`src/rtl/ntt_stage_controller_pkg.sv`:
```
// Shared constants, state encoding and k-mapping helper for ntt_stage_controller.
// Revision: 1.0
`default_nettype none

package ntt_stage_controller_pkg;

  localparam logic [1:0] P_FIRST_FWD = 2'd3;
  localparam logic [1:0] P_LAST_FWD  = 2'd0;
  localparam int         SLOTS_LOG2  = 5;

  typedef enum logic [1:0] {
    S_IDLE = 2'd0,
    S_RUN  = 2'd1,
    S_GAP  = 2'd2,
    S_DONE = 2'd3
  } state_t;

  function automatic logic [2:0] k_shift(input logic [1:0] p);
    case (p)
      2'd3:    return 3'd4;
      2'd2:    return 3'd2;
      default: return 3'd0;
    endcase
  endfunction

  function automatic logic [4:0] k_map(input logic [1:0] p, input logic [SLOTS_LOG2-1:0] j);
    return 5'(j >> k_shift(p));
  endfunction

endpackage

`default_nettype wire

```
`src/rtl/ntt_stage_controller_dff.sv`:
```
// Enabled D flip-flop bank with asynchronous active-low reset to a configurable value.
// Revision: 1.0
`default_nettype none

module ntt_stage_controller_dff #(
  parameter int                    DATA_WIDTH  = 12,
  parameter logic [DATA_WIDTH-1:0] RESET_VALUE = '0
) (
  input  logic                  clk,
  input  logic                  rst_n,
  input  logic                  i_en,
  input  logic [DATA_WIDTH-1:0] i_d,
  output logic [DATA_WIDTH-1:0] o_q
);

  logic [DATA_WIDTH-1:0] r_q;

  always_ff @(posedge clk or negedge rst_n) begin
    if (!rst_n) begin
      r_q <= RESET_VALUE;
    end else if (i_en) begin
      r_q <= i_d;
    end
  end

  assign o_q = r_q;

endmodule

`default_nettype wire

```
`src/rtl/ntt_stage_controller.sv`:
```
// ntt_stage_controller: stage/slot sequencer emitting {conf,k,p} for the 512-point NTT.
// Optional INTT ordering with macro NTT_STAGE_CTRL_INTT_EN. Revision: 1.0
`default_nettype none

module ntt_stage_controller
  import ntt_stage_controller_pkg::*;
#(
  parameter int SLOTS     = 32,
  parameter int STAGE_GAP = 3
) (
  input  logic       clk,
  input  logic       rst_n,
  input  logic       i_start,
  input  logic       i_intt,
  input  logic       i_stall,
  output logic [3:0] o_conf,
  output logic [4:0] o_k,
  output logic [1:0] o_p,
  output logic       o_v_out,
  output logic       o_busy,
  output logic       o_done
);

  localparam int                    GAP_W    = (STAGE_GAP > 1) ? $clog2(STAGE_GAP) : 1;
  localparam logic [SLOTS_LOG2-1:0] J_LAST   = SLOTS_LOG2'(SLOTS - 1);
  localparam logic [GAP_W-1:0]      GAP_LAST = GAP_W'((STAGE_GAP > 0) ? STAGE_GAP - 1 : 0);

  state_t                  r_state;
  logic [SLOTS_LOG2-1:0]   r_j;
  logic [GAP_W-1:0]        r_gap;
  logic [1:0]              r_p;
  logic                    r_intt;
  logic                    r_v_out;
  logic                    r_busy;
  logic                    r_done;

  logic                    w_intt_new;
  logic                    w_start_ok;
  logic                    w_emit;
  logic [1:0]              w_first_p;
  logic [1:0]              w_last_p;
  logic [1:0]              w_next_p;
  logic [1:0]              w_emit_p;
  logic [SLOTS_LOG2-1:0]   w_emit_j;
  logic                    w_emit_intt;
  logic [11:0]             w_triple_d;
  logic [11:0]             w_triple_q;
  logic                    w_pad_unused;

`ifdef NTT_STAGE_CTRL_INTT_EN
  assign w_intt_new = i_intt;
`else
  logic w_intt_unused;
  assign w_intt_unused = i_intt;
  assign w_intt_new    = 1'b0;
`endif

  // INTT walks the forward stage order backwards, so first/last simply swap.
  assign w_start_ok  = (r_state == S_IDLE) && i_start;
  assign w_emit      = w_start_ok || ((r_state == S_RUN) && !i_stall);
  assign w_first_p   = w_intt_new ? P_LAST_FWD : P_FIRST_FWD;
  assign w_last_p    = r_intt ? P_FIRST_FWD : P_LAST_FWD;
  assign w_next_p    = r_intt ? (r_p + 2'd1) : (r_p - 2'd1);
  assign w_emit_p    = w_start_ok ? w_first_p : r_p;
  assign w_emit_j    = w_start_ok ? '0 : r_j;
  assign w_emit_intt = w_start_ok ? w_intt_new : r_intt;

  assign w_triple_d = {1'b0,
                       1'b0,
                       w_emit_p == (w_emit_intt ? P_LAST_FWD : P_FIRST_FWD),
                       w_emit_p == (w_emit_intt ? P_FIRST_FWD : P_LAST_FWD),
                       w_emit_intt,
                       k_map(w_emit_p, w_emit_j),
                       w_emit_p};

  ntt_stage_controller_dff #(
    .DATA_WIDTH  (12),
    .RESET_VALUE ({1'b0, 4'h0, 5'd0, P_FIRST_FWD})
  ) u_triple_dff (
    .clk   (clk),
    .rst_n (rst_n),
    .i_en  (w_emit),
    .i_d   (w_triple_d),
    .o_q   (w_triple_q)
  );

  always_ff @(posedge clk or negedge rst_n) begin
    if (!rst_n) begin
      r_state <= S_IDLE;
      r_j     <= '0;
      r_gap   <= '0;
      r_p     <= P_FIRST_FWD;
      r_intt  <= 1'b0;
      r_v_out <= 1'b0;
      r_busy  <= 1'b0;
      r_done  <= 1'b0;
    end else begin
      r_v_out <= w_emit;
      r_done  <= 1'b0;
      case (r_state)
        S_IDLE: begin
          if (i_start) begin
            r_state <= S_RUN;
            r_p     <= w_first_p;
            r_j     <= SLOTS_LOG2'(1);
            r_gap   <= '0;
            r_intt  <= w_intt_new;
            r_busy  <= 1'b1;
          end
        end
        S_RUN: begin
          if (!i_stall) begin
            if (r_j == J_LAST) begin
              r_j <= '0;
              if (r_p == w_last_p) begin
                r_state <= S_DONE;
              end else begin
                r_p   <= w_next_p;
                r_gap <= '0;
                if (STAGE_GAP != 0) begin
                  r_state <= S_GAP;
                end
              end
            end else begin
              r_j <= r_j + SLOTS_LOG2'(1);
            end
          end
        end
        S_GAP: begin
          if (!i_stall) begin
            if (r_gap == GAP_LAST) begin
              r_state <= S_RUN;
            end else begin
              r_gap <= r_gap + GAP_W'(1);
            end
          end
        end
        S_DONE: begin
          // First DONE cycle raises done; the second returns to IDLE so a start
          // presented while done is visible is still ignored.
          if (!r_done) begin
            r_done <= 1'b1;
            r_busy <= 1'b0;
          end else begin
            r_state <= S_IDLE;
          end
        end
        default: r_state <= S_IDLE;
      endcase
    end
  end

  assign w_pad_unused = w_triple_q[11];
  assign o_conf       = w_triple_q[10:7];
  assign o_k          = w_triple_q[6:2];
  assign o_p          = w_triple_q[1:0];
  assign o_v_out      = r_v_out;
  assign o_busy       = r_busy;
  assign o_done       = r_done;

endmodule

`default_nettype wire

```
`config.mk`:
```
export PLATFORM = sky130hd
export DESIGN_NAME = ntt_stage_controller
export DESIGN_NICKNAME = d
export VERILOG_FILES = /design/src/rtl/ntt_stage_controller_pkg.sv /design/src/rtl/ntt_stage_controller_dff.sv /design/src/rtl/ntt_stage_controller.sv
export SDC_FILE = /design/constraint.sdc
export NUM_CORES = 1
export LEC_CHECK = 0
export BUFFER_PORTS_ARGS = -buffer_cell sky130_fd_sc_hd__clkbuf_2
export CAP_MARGIN = 10
export CORE_MARGIN = 5
export CORE_UTILIZATION = 35
export CTS_BUF_LIST = sky130_fd_sc_hd__clkbuf_8
export CTS_CLUSTER_SIZE = 8
export DETAILED_ROUTE_END_ITERATION = 6
export PLACE_DENSITY = 0.51
export SLEW_MARGIN = 20
export SYNTH_ARGS = -nofsm -noshare
export SYNTH_HDL_FRONTEND = slang
export SYNTH_SLANG_ARGS = --single-unit
```
`constraint.sdc`:
```
create_clock -name clk -period 5 [get_ports clk]
set_input_delay 0.5 -clock clk [delete_from_list [all_inputs] [get_ports clk]]
set_output_delay 0.5 -clock clk [all_outputs]
set_load 0.01 [all_outputs]
```
==> impl_metrics.tcl <==
set metrics [dict create \
    setup-tns-final_ns 0 \
    seq_area_frac_synth_pct 47.3 \
    ir_drop_v 0.000146 \
    maxCapViolCount 0 \
    final_common_cell "dfrtp_1" \
    ys.flop_type "dfrtp_1" \
    final.min_clock_period_ns 2.02 \
    synth_cell_types 36 \
    post-cts-setup-buffers 0 \
    synth_top_cell_by_area "dfrtp_1" \
    setup_violations 0 \
    outcome "finished, final reports clean" \
    dpl.hpwl_um 1850 \
    finalHoldViolCount 0 \
    clock_latency_ns 0.27 \
    busiest_layer "met2" \
    cp-startpoint "r_j[0]$_DFFE_PN0P_" \
    reg2reg_from "r_j[0]$_DFFE_PN0P_" \
    synth-seq-cells 23 \
    cts_tree "built" \
    final.period_utilization_pct 40.4 \
    drcViolationCount 0 \
    clock.fmax_ghz 0.495 \
    die_h_um 69.2 \
    tightest_slew_ns 0.585 \
    drt_iter0_markers 46 \
    nets 156 \
    via_per_inst 4.95 \
    finalMaxSlewViolations 0 \
    avgSynthCellArea_um2 9.23 \
    grtUsageMet2_pct 17.2 \
    grt_pass1_vias 920 \
    holdBufCountCts 0 \
    endpoint_kind "flip-flop" \
    grt_antenna_before_repair 0 \
    wl_per_cell_um 13.2 \
    use_met1_pct 15.6 \
    cts_inserted_buffers 3 \
    clk_pin_slew_ns 0.09 \
    coreArea_um2 3360 \
    arrival_ns 2.20 \
    grt_pass1_wl_um 4480 \
    clockBufferDepth 2 \
    netlist_area_um2 1230 \
    timing.slew.headroom_pct 61.0 \
    port_buffers 15 \
    htreeDepth 1 \
    worstRegToRegCells 7 \
    wl_um 2540 \
    min_path_type "in -> async" \
    synthesis.instances 133 \
    synthArstFlopShare_pct 100 \
    fp.dieArea_um2 4790 \
    crit_required_ns 5.18 \
    synth_top_area_share_pct 38.7 \
    grt_max_degree 24 \
    vias 951 \
    cts.sinks 23 \
    yosys-top-cells-area "dfrtp_1, dfstp_2, o21ai_0" \
    area_growth_pct 10.4 \
    diodes 0 \
    crit_path_max_fanout 6 \
    final_cell_mix "dfrtp_1, nor2_1, nand2_1, clkbuf_2, o21ai_0" \
    synth-edff-count 0 \
    power_per_cell_area_nw_per_um2 498 \
    start_util_pct 36.5 \
    power.total_mw 0.675 \
    critPathLaunchType "flip-flop" \
    die_x_um 69.2 \
    skew_ns 0.000930 \
    grtUsageTotal_pct 11.5 \
    globalplace.congestion 0.777 \
    p_leak_nw 0.642 \
    met3_usage_pct 2.17 \
    rsz0062_at_grt "false" \
    cts_root_buf "clkbuf_8" \
    overflow 0 \
    num_rows 21 \
    yosys_warnings 0 \
    drive_gt1_share_pct 17.8 \
    dr.pass1.iters 4 \
    io_pins 19 \
    ant_nets 0 \
    critPathKind "reg -> reg" \
    cts_resized 0 \
]
==> path summary, 6_finish.rpt <==
path	endpoint	slack, ns
min reg2reg	u_triple_dff.o_q[3]$_DFFE_PN0P_	0.50
max reg2reg	r_gap[1]$_DFFE_PN0P_	2.98
min in group clk	u_triple_dff.o_q[3]$_DFFE_PN0P_	0.50
max in group asynchronous	r_gap[1]$_DFFE_PN0P_	4.40
min	o_done$_DFF_PN0_	0.22
max	r_gap[1]$_DFFE_PN0P_	2.98
==> through the flow <==
| stage | instances | cell area, um^2 | hold slack [ns] | utilization (%) | worst slack (ns) |
|---|---|---|---|---|---|
| final | 192 | 1360 | 0.215 | 40.3 | 2.98 |
| after floorplan | 134 | 1230 | 0.204 | - | 3.17 |
| after CTS | 192 | 1360 | 0.236 | 40.3 | 2.97 |
| after detailed placement | 188 | 1310 | 0.485 | 38.9 | 2.99 |
| after global routing | 192 | 1360 | 0.276 | 40.3 | 2.87 |
| after global placement | 188 | 1310 | 0.469 | 38.9 | 3.02 |
==> registers in the layout, summed over array words and instances (netlist names) <==
signal and cells:
u_triple_dff.o_q 9, r_j 5, r_gap 2, r_p 2, r_state 2, o_busy 1
o_done 1, o_v_out 1
==> per-layer routing <==
layer	vias to the layer above	part of all wire, %
li1	487	-
met3	4	2.6
met4	0	2.4
met1	451	50
met5	-	0
met2	9	45
==> Yosys cell counts (all sizes together), types with 3 or more instances <==
library cell and instances:
a21oi 5, buf 7, dfrtp 19, dfstp 4, ha 4, inv 8, nand2 15, nand2b 4
nand3 4, nor2 15, nor2b 3, o21ai 17
==> report_power, final <==
part,switching (mW),internal [mW],total [mW],leakage (nW)
clock network,0.0633,0.0557,0.119,0.0255
registers,0.0649,0.248,0.313,0.287
logic,0.144,0.0991,0.243,0.330
total,0.272,0.403,0.675,0.642
==> critical path, cell delays in order, from the launching register on <==
cell and delay, ns:
dfrtp_1 0.44, ha_1 0.25, and3_1 0.19, ha_1 0.25, or2b_1 0.22, nand2_1 0.06
a221o_1 0.34, o221ai_1 0.19
==> area by class of cell <==
cell class	count	area, um^2
inverter	8	30.0
clock inverter	1	5.00
clock buffer	3	41.3
timing repair buffer	15	75.1
multi-input combinational	96	566
fill	362	2010
tap	46	57.6
sequential	23	581
==> kinds of logic after synthesis <==
logic type               Yosys count  share of synthesized area, %
adder cells (fa/ha/maj)            4                          4.08
multiplexers                       2                          1.63
flip-flops                        23                          47.3
AO/OA/AOI/OAI                     36                          18.7
buffers and inverters             15                          6.93
AND/OR/NAND/NOR                   52                          21.1
other                              1                         0.306
Note: power is estimated with default switching activity, not from simulation.
